`config.mk`:
```
export PLATFORM = sky130hd
export DESIGN_NAME = pipeline_hazard_ctrl_flat
export DESIGN_NICKNAME = d
export VERILOG_FILES = /design/src/rtl/pipeline_hazard_ctrl_pkg.sv /design/src/rtl/pipeline_hazard_ctrl_if.sv /design/src/rtl/pipeline_hazard_ctrl_sat_counter.sv /design/src/rtl/pipeline_hazard_ctrl.sv /design/src/flat_wrapper.sv
export SDC_FILE = /design/constraint.sdc
export NUM_CORES = 1
export LEC_CHECK = 0
export BUFFER_PORTS_ARGS = -buffer_cell sky130_fd_sc_hd__buf_2
export CORE_MARGIN = 8
export CORE_UTILIZATION = 47
export CTS_CLUSTER_DIAMETER = 150
export DETAILED_ROUTE_END_ITERATION = 10
export PLACE_DENSITY = 0.78
export SETUP_SLACK_MARGIN = 0.5
export SYNTH_ARGS = -nofsm -noshare
export SYNTH_HDL_FRONTEND = slang
export SYNTH_SLANG_ARGS = --single-unit
export TNS_END_PERCENT = 10
```
`constraint.sdc`:
```
create_clock -name clk -period 2.45 [get_ports clk]
set_clock_uncertainty 0.05 [all_clocks]
set_input_delay 0.49 -clock clk [delete_from_list [all_inputs] [get_ports clk]]
set_output_delay 0.49 -clock clk [all_outputs]
set_load 0.05 [all_outputs]
```
`src/rtl/pipeline_hazard_ctrl_pkg.sv`:
```
// Shared pipeline constants and the hazard controller FSM state type.
package riscv_pipe_pkg;

  localparam logic [1:0] FWD_RF          = 2'b00;
  localparam logic [1:0] FWD_W           = 2'b01;
  localparam logic [1:0] FWD_M           = 2'b10;
  localparam logic [1:0] RESULT_SRC_LOAD = 2'b01;
  localparam logic [1:0] PCSRC_SEQ       = 2'b00;

  typedef enum logic [1:0] {
    RUN      = 2'd0,
    MEM_WAIT = 2'd1,
    TRAP     = 2'd2
  } hazardState_t;

endpackage

```
`src/rtl/pipeline_hazard_ctrl_if.sv`:
```
// Hazard-controller bundle: pipeline register/handshake status in, enables/clears out.
interface pipeline_hazard_ctrl_if #(
  parameter int REG_ADDR_W = 5,
  parameter int CNT_W      = 32
);

  logic [REG_ADDR_W-1:0] Rs1D, Rs2D, Rs1E, Rs2E, RdE, RdM, RdW;
  logic                  regWriteM, regWriteW;
  logic [1:0]            resultSrcE, PCSrcE;
  logic                  memReqM, memReadyM, exBusyE;

  logic                  stallF, stallD, stallE, stallM;
  logic                  flushD, flushE, flushM, flushW;
  logic [1:0]            forwardAE, forwardBE;
  logic                  memTimeout;
  logic [CNT_W-1:0]      stallCount, redirectCount;

  modport master (
    output Rs1D, Rs2D, Rs1E, Rs2E, RdE, RdM, RdW,
    output regWriteM, regWriteW, resultSrcE, PCSrcE,
    output memReqM, memReadyM, exBusyE,
    input  stallF, stallD, stallE, stallM,
    input  flushD, flushE, flushM, flushW,
    input  forwardAE, forwardBE, memTimeout, stallCount, redirectCount
  );

  modport slave (
    input  Rs1D, Rs2D, Rs1E, Rs2E, RdE, RdM, RdW,
    input  regWriteM, regWriteW, resultSrcE, PCSrcE,
    input  memReqM, memReadyM, exBusyE,
    output stallF, stallD, stallE, stallM,
    output flushD, flushE, flushM, flushW,
    output forwardAE, forwardBE, memTimeout, stallCount, redirectCount
  );

endinterface

```
`src/rtl/pipeline_hazard_ctrl_sat_counter.sv`:
```
// Saturating up-counter: sticks at all-ones instead of wrapping.
module sat_counter #(
  parameter int WIDTH = 32
) (
  input  logic             clk,
  input  logic             rst,
  input  logic             inc,
  output logic [WIDTH-1:0] count
);

  logic [WIDTH-1:0] countReg;

  always_ff @(posedge clk) begin
    if (rst) begin
      countReg <= '0;
    end else if (inc && (countReg != '1)) begin
      countReg <= countReg + 1'b1;
    end
  end

  assign count = countReg;

endmodule

```
`src/rtl/pipeline_hazard_ctrl.sv`:
```
// Stall/flush arbitration, E-stage forwarding and memory-timeout FSM for the 5-stage pipeline.
module pipeline_hazard_ctrl
  import riscv_pipe_pkg::*;
#(
  parameter int REG_ADDR_W   = 5,
  parameter int CNT_W        = 32,
  parameter int MAX_MEM_WAIT = 64
) (
  input  logic                   clk,
  input  logic                   rst,
  pipeline_hazard_ctrl_if.slave  hz
);

  localparam int WAIT_W = $clog2(MAX_MEM_WAIT + 1);
  localparam logic [WAIT_W-1:0] WAIT_LIMIT = WAIT_W'(MAX_MEM_WAIT);

  hazardState_t      stateReg, stateNext;
  logic [WAIT_W-1:0] waitCntReg, waitCntNext;

  logic memStall, redirect, loadUse;
  logic stallF, stallD, stallE, stallM;
  logic flushD, flushE, flushM, flushW;
  logic redirectHit;

  logic [REG_ADDR_W-1:0] rsE [2];
  logic [1:0]            fwdSel [2];

  assign rsE[0] = hz.Rs1E;
  assign rsE[1] = hz.Rs2E;

  // M has the younger result, so it beats W when both match.
  generate
    for (genvar gi = 0; gi < 2; gi++) begin : g_fwd
      always_comb begin
        fwdSel[gi] = FWD_RF;
        if (!rst) begin
          if (hz.regWriteM && (hz.RdM != '0) && (hz.RdM == rsE[gi])) begin
            fwdSel[gi] = FWD_M;
          end else if (hz.regWriteW && (hz.RdW != '0) && (hz.RdW == rsE[gi])) begin
            fwdSel[gi] = FWD_W;
          end
        end
      end
    end
  endgenerate

  assign hz.forwardAE = fwdSel[0];
  assign hz.forwardBE = fwdSel[1];

  assign memStall = hz.memReqM && !hz.memReadyM;
  assign redirect = (hz.PCSrcE != PCSRC_SEQ);
  assign loadUse  = (hz.resultSrcE == RESULT_SRC_LOAD) && (hz.RdE != '0) &&
                    ((hz.RdE == hz.Rs1D) || (hz.RdE == hz.Rs2D));

  always_comb begin
    stallF      = 1'b0;
    stallD      = 1'b0;
    stallE      = 1'b0;
    stallM      = 1'b0;
    flushD      = 1'b0;
    flushE      = 1'b0;
    flushM      = 1'b0;
    flushW      = 1'b0;
    redirectHit = 1'b0;
    if (rst) begin
      redirectHit = 1'b0;
    end else if ((stateReg == TRAP) || memStall) begin
      // Freeze everything up to M and bubble into W.
      stallF = 1'b1;
      stallD = 1'b1;
      stallE = 1'b1;
      stallM = 1'b1;
      flushW = 1'b1;
    end else if (hz.exBusyE) begin
      stallF = 1'b1;
      stallD = 1'b1;
      stallE = 1'b1;
      flushM = 1'b1;
    end else if (redirect) begin
      flushD      = 1'b1;
      flushE      = 1'b1;
      redirectHit = 1'b1;
    end else if (loadUse) begin
      stallF = 1'b1;
      stallD = 1'b1;
      flushE = 1'b1;
    end
  end

  assign hz.stallF = stallF;
  assign hz.stallD = stallD;
  assign hz.stallE = stallE;
  assign hz.stallM = stallM;
  assign hz.flushD = flushD;
  assign hz.flushE = flushE;
  assign hz.flushM = flushM;
  assign hz.flushW = flushW;

  always_ff @(posedge clk) begin
    if (rst) begin
      stateReg   <= RUN;
      waitCntReg <= '0;
    end else begin
      stateReg   <= stateNext;
      waitCntReg <= waitCntNext;
    end
  end

  always_comb begin
    stateNext   = stateReg;
    waitCntNext = waitCntReg;
    case (stateReg)
      RUN: begin
        if (memStall) begin
          waitCntNext = WAIT_W'(1);
          stateNext   = (MAX_MEM_WAIT == 1) ? TRAP : MEM_WAIT;
        end
      end
      MEM_WAIT: begin
        if (!memStall) begin
          waitCntNext = '0;
          stateNext   = RUN;
        end else begin
          waitCntNext = waitCntReg + 1'b1;
          if ((waitCntReg + 1'b1) == WAIT_LIMIT) begin
            stateNext = TRAP;
          end
        end
      end
      TRAP: begin
        stateNext = TRAP;
      end
      default: begin
        stateNext   = RUN;
        waitCntNext = '0;
      end
    endcase
  end

  assign hz.memTimeout = (stateReg == TRAP);

  sat_counter #(.WIDTH(CNT_W)) u_stallCounter (
    .clk   (clk),
    .rst   (rst),
    .inc   (stallF),
    .count (hz.stallCount)
  );

  sat_counter #(.WIDTH(CNT_W)) u_redirectCounter (
    .clk   (clk),
    .rst   (rst),
    .inc   (redirectHit),
    .count (hz.redirectCount)
  );

endmodule

```
`src/flat_wrapper.sv`:
```
// flat-port wrapper written by rule: the top's interface ports become plain ports
module pipeline_hazard_ctrl_flat import riscv_pipe_pkg::*;
#(
  parameter int REG_ADDR_W   = 5,
  parameter int CNT_W        = 32,
  parameter int MAX_MEM_WAIT = 64
)
  (clk, rst, hz_Rs1D, hz_Rs2D, hz_Rs1E, hz_Rs2E, hz_RdE, hz_RdM, hz_RdW, hz_regWriteM, hz_regWriteW, hz_resultSrcE, hz_PCSrcE, hz_memReqM, hz_memReadyM, hz_exBusyE, hz_stallF, hz_stallD, hz_stallE, hz_stallM, hz_flushD, hz_flushE, hz_flushM, hz_flushW, hz_forwardAE, hz_forwardBE, hz_memTimeout, hz_stallCount, hz_redirectCount);
  pipeline_hazard_ctrl_if #(.REG_ADDR_W(REG_ADDR_W), .CNT_W(CNT_W)) hz_i ();
  input  logic clk;
  input  logic rst;
  input wire logic [$bits(hz_i.Rs1D)-1:0] hz_Rs1D;
  input wire logic [$bits(hz_i.Rs2D)-1:0] hz_Rs2D;
  input wire logic [$bits(hz_i.Rs1E)-1:0] hz_Rs1E;
  input wire logic [$bits(hz_i.Rs2E)-1:0] hz_Rs2E;
  input wire logic [$bits(hz_i.RdE)-1:0] hz_RdE;
  input wire logic [$bits(hz_i.RdM)-1:0] hz_RdM;
  input wire logic [$bits(hz_i.RdW)-1:0] hz_RdW;
  input wire logic [$bits(hz_i.regWriteM)-1:0] hz_regWriteM;
  input wire logic [$bits(hz_i.regWriteW)-1:0] hz_regWriteW;
  input wire logic [$bits(hz_i.resultSrcE)-1:0] hz_resultSrcE;
  input wire logic [$bits(hz_i.PCSrcE)-1:0] hz_PCSrcE;
  input wire logic [$bits(hz_i.memReqM)-1:0] hz_memReqM;
  input wire logic [$bits(hz_i.memReadyM)-1:0] hz_memReadyM;
  input wire logic [$bits(hz_i.exBusyE)-1:0] hz_exBusyE;
  output wire logic [$bits(hz_i.stallF)-1:0] hz_stallF;
  output wire logic [$bits(hz_i.stallD)-1:0] hz_stallD;
  output wire logic [$bits(hz_i.stallE)-1:0] hz_stallE;
  output wire logic [$bits(hz_i.stallM)-1:0] hz_stallM;
  output wire logic [$bits(hz_i.flushD)-1:0] hz_flushD;
  output wire logic [$bits(hz_i.flushE)-1:0] hz_flushE;
  output wire logic [$bits(hz_i.flushM)-1:0] hz_flushM;
  output wire logic [$bits(hz_i.flushW)-1:0] hz_flushW;
  output wire logic [$bits(hz_i.forwardAE)-1:0] hz_forwardAE;
  output wire logic [$bits(hz_i.forwardBE)-1:0] hz_forwardBE;
  output wire logic [$bits(hz_i.memTimeout)-1:0] hz_memTimeout;
  output wire logic [$bits(hz_i.stallCount)-1:0] hz_stallCount;
  output wire logic [$bits(hz_i.redirectCount)-1:0] hz_redirectCount;
  assign hz_i.Rs1D = hz_Rs1D;
  assign hz_i.Rs2D = hz_Rs2D;
  assign hz_i.Rs1E = hz_Rs1E;
  assign hz_i.Rs2E = hz_Rs2E;
  assign hz_i.RdE = hz_RdE;
  assign hz_i.RdM = hz_RdM;
  assign hz_i.RdW = hz_RdW;
  assign hz_i.regWriteM = hz_regWriteM;
  assign hz_i.regWriteW = hz_regWriteW;
  assign hz_i.resultSrcE = hz_resultSrcE;
  assign hz_i.PCSrcE = hz_PCSrcE;
  assign hz_i.memReqM = hz_memReqM;
  assign hz_i.memReadyM = hz_memReadyM;
  assign hz_i.exBusyE = hz_exBusyE;
  assign hz_stallF = hz_i.stallF;
  assign hz_stallD = hz_i.stallD;
  assign hz_stallE = hz_i.stallE;
  assign hz_stallM = hz_i.stallM;
  assign hz_flushD = hz_i.flushD;
  assign hz_flushE = hz_i.flushE;
  assign hz_flushM = hz_i.flushM;
  assign hz_flushW = hz_i.flushW;
  assign hz_forwardAE = hz_i.forwardAE;
  assign hz_forwardBE = hz_i.forwardBE;
  assign hz_memTimeout = hz_i.memTimeout;
  assign hz_stallCount = hz_i.stallCount;
  assign hz_redirectCount = hz_i.redirectCount;
  pipeline_hazard_ctrl #(.REG_ADDR_W(REG_ADDR_W), .CNT_W(CNT_W), .MAX_MEM_WAIT(MAX_MEM_WAIT)) u_core (.clk(clk), .rst(rst), .hz(hz_i));
endmodule
```
==> flow_summary.yaml <==
outcome:
  status: "finished clean"
sta:
  grt_setup_unrepaired: "true"
  maxClockFrequency_mhz: 414
  post-route-min-period_ns: 2.42
  hold_viol_final: 0
  post_route_fraction_of_the_period_consumed_by_the_critical_path_pct: 98.6
  whs_ns: 0.432
  slew-limit-headroom_pct: 69.0
  transition_time_at_the_pin_with_the_least_slew_margin_ns: 0.461
  setup_viol_count_final: 0
  slew_viol_final: 0
power_and_ir_drop:
  clock_power_share_pct: 39.4
  post-layout-total-power_mw: 2.59
  share_seq_of_total_power_pct: 45.2
  switching_share_pct: 27.7
  leakagePower_nw: 2.47
  cellPowerDensity_mw_per_mm2: 403
  power.internal_mw: 1.87
  peakVddDrop_mv: 0.310
  share_comb_of_total_power_pct: 15.4
  p_sw_mw: 0.718
die:
  initial_core_util_pct: 48.0
  die_h_um: 110
  rows: 34
  die_x_um: 110
  core_area_mm2: 0.00864
  num_io_pins: 123
  die-area_mm2: 0.0121
clock_network:
  tritoncts: "done"
  clkLatencyLatePin_ns: 0.36
  clock_tree_buffer_depth: 2
  clock_sink_count: 73
  cts_made_buffers: 9
  clkTransAtPathRegs_ns: 0.09
  cts_hold_buffers: 0
  root_buffer: "sky130_fd_sc_hd__clkbuf_8"
  cts-htree-levels: 3
synthesis:
  yosys-top-cells-area: "sky130_fd_sc_hd__dfxtp_1 (35%), sky130_fd_sc_hd__xnor2_1 (7.8%), sky130_fd_sc_hd__xor2_1 (4.9%), sky130_fd_sc_hd__a21oi_1 (4.5%), sky130_fd_sc_hd__nand3_1 (4.2%)"
  synthesis.nets: 546
  ys_seq_elements: 73
  post-synth-top-area-fraction_pct: 35.3
  yosys_most_used_dff: "sky130_fd_sc_hd__dfxtp_1"
  syn-instance-count: 497
  yosysSeqAreaShare_pct: 35.3
  yosys.cell_count.top_type: "sky130_fd_sc_hd__dfxtp_1"
  synthesis.area_per_instance_um2: 8.34
  synth_cell_types: 59
  synth_area_leader_cell: "sky130_fd_sc_hd__dfxtp_1"
  yosys_warnings: 0
  synth_commonest_cells: "sky130_fd_sc_hd__dfxtp_1 (73), sky130_fd_sc_hd__nor2_1 (43), sky130_fd_sc_hd__a21oi_1 (37), sky130_fd_sc_hd__xnor2_1 (37), sky130_fd_sc_hd__nand3_1 (35)"
  async_reset_ff_share_pct: 0
  count_of_flip_flops_with_a_built_in_enable_after_synthesis: 0
  syn-cell-area_mm2: 0.00415
grt:
  largest_net_degree_at_the_start_of_global_routing: 38
  globalRoute.totalOverflow: 0
  grt.total_usage_pct: 19.3
  grt_pass1_vias: 4159
  antenna_found_initial: 0
  grt_pass1_wl_um: 19200
detailed_routing:
  drt_iter0_markers: 255
  mean_routed_wirelength_per_cell_um: 17.7
  antenna_violating_nets_post_route: 0
  drt-pass1-iter-count: 4
  via_count: 4481
  drcViolationCount: 0
  via_count_normalized_by_instance_count: 5.85
  totalWireLength_um: 13600
worst_setup_path:
  worst_setup_path_end_kind: "output port"
  critical_path_arrival_ns: 1.88
  crit_fanout: 2
  critical_path.most_common_cell: "sky130_fd_sc_hd__buf_8"
  r2r_setup_slack_ns: 0.20
  timing.critical_path.slowest_stage_cell: "sky130_fd_sc_hd__or4_4"
  cp.required_ns: 1.91
  worstPathCellList: "buf_8 > or4_4 > o211a_4 > a21oi_4 > clkinvlp_4 > buf_8"
  cp-start-kind: "primary input"
  crit_type: "in -> out"
  critical_path.max_stage_delay_ns: 0.54
layout:
  finalCoreUtilization_pct: 74.3
  final_layout_size_suffix_gt1_share_pct: 55.0
  area_growth_pct: 54.8
  antenna-diode-count: 0
  final_net_count: 702
placed_design:
  io_buffers: 122
  gpl_congestion: 0.856
  detailedPlacementHpwl_um: 8680
job:
  cap_violations: 0
worst_hold_path:
  hold_path.class: "reg -> reg"
final timing paths:
kind	to	cells after the start	start
min reg2reg	u_core.u_stallCounter.count[15]$_SDFFE_PP0P_	2	u_core.u_stallCounter.count[15]$_SDFFE_PP0P_
max	hz_stallF	6	hz_RdE[0]
min	u_core.u_stallCounter.count[15]$_SDFFE_PP0P_	2	u_core.u_stallCounter.count[15]$_SDFFE_PP0P_
max reg2reg	u_core.u_redirectCounter.count[9]$_SDFFE_PP0P_	7	u_core.u_redirectCounter.count[9]$_SDFFE_PP0P_
power groups by stage:
stage,Combinational [mW],Clock (mW),Sequential [mW]
global route,0.426,1.08,1.17
detailed placement,0.307,0,1.21
CTS,0.329,1.02,1.18
floorplan,0.196,0,1.22
finish,0.399,1.02,1.17
global placement,0.301,0,1.21
stage by stage:
step	instance area [um2]	worst slack, ns	std cells	setup TNS, ns
2_1_floorplan	4420	-0.293	497	-0.480
3_3_place_gp	5210	-0.0476	736	-0.0671
3_5_place_dp	5210	-0.0782	736	-0.166
4_1_cts	5540	0.0375	754	0
5_1_grt	6420	-0.0216	766	-0.0494
6_report	6420	0.0341	766	0
cell usage in the layout (no fill, tap or decap), types with 17 or more instances in the layout:
master	n
sky130_fd_sc_hd__buf_6	17
sky130_fd_sc_hd__nand4_1	21
sky130_fd_sc_hd__nand2_1	30
sky130_fd_sc_hd__dfxtp_2	18
sky130_fd_sc_hd__nand3_1	25
sky130_fd_sc_hd__buf_4	33
sky130_fd_sc_hd__buf_2	106
sky130_fd_sc_hd__nor2_1	38
sky130_fd_sc_hd__xnor2_1	30
sky130_fd_sc_hd__a21oi_2	18
sky130_fd_sc_hd__dfxtp_4	30
sky130_fd_sc_hd__dfxtp_1	25
sky130_fd_sc_hd__a21oi_1	18
sky130_fd_sc_hd__xor2_1	23
kinds of logic after synthesis:
logic type      count (synthesis)  share of synthesized area [%]
simple gates                  228                           30.2
xor+xnor                       60                           12.7
flops                          73                           35.3
compound gates                 96                           15.0
buf+inv                        34                           5.16
fa+ha+maj                       3                          0.906
mux                             3                          0.755
sequential cells by signal (all words and copies together) (netlist names):
register and count:
u_core.stateReg 2, u_core.u_redirectCounter.count 32, u_core.u_stallCounter.count 32, u_core.waitCntReg 7
final cells by class:
cell class | instances | area, um2
multi-input combinational | 390 | 3270
fill | 596 | 2220
sequential | 73 | 1600
timing repair buffer | 166 | 1140
clock buffer | 11 | 153
tap | 108 | 135
clock inverter | 5 | 62.6
inverter | 13 | 60.1
what timing repair did:
item / CTS / global route
gates cloned: 0 / 3
pin swaps: 6 / 107
resized for setup: 25 / 199
setup buffers: 2 / 9
setup endpoints to repair: 62 / 72
critical path: cells and delay by family:
family	cells	cell delay, ns
and+or+nand+nor	1	0.54
AOI/OAI and AO/OA	2	0.43
buffers and inverters	3	0.42
per-layer routing:
layer | GRT usage, % | vias to the layer above | part of all wire [%]
li1 | - | 2143 | -
met4 | 6.46 | 0 | 2.0
met1 | 23.3 | 2140 | 39
met2 | 32.6 | 174 | 52
met5 | 0 | - | 0
met3 | 4.92 | 24 | 7.0
(Power assumes the default switching activity.)
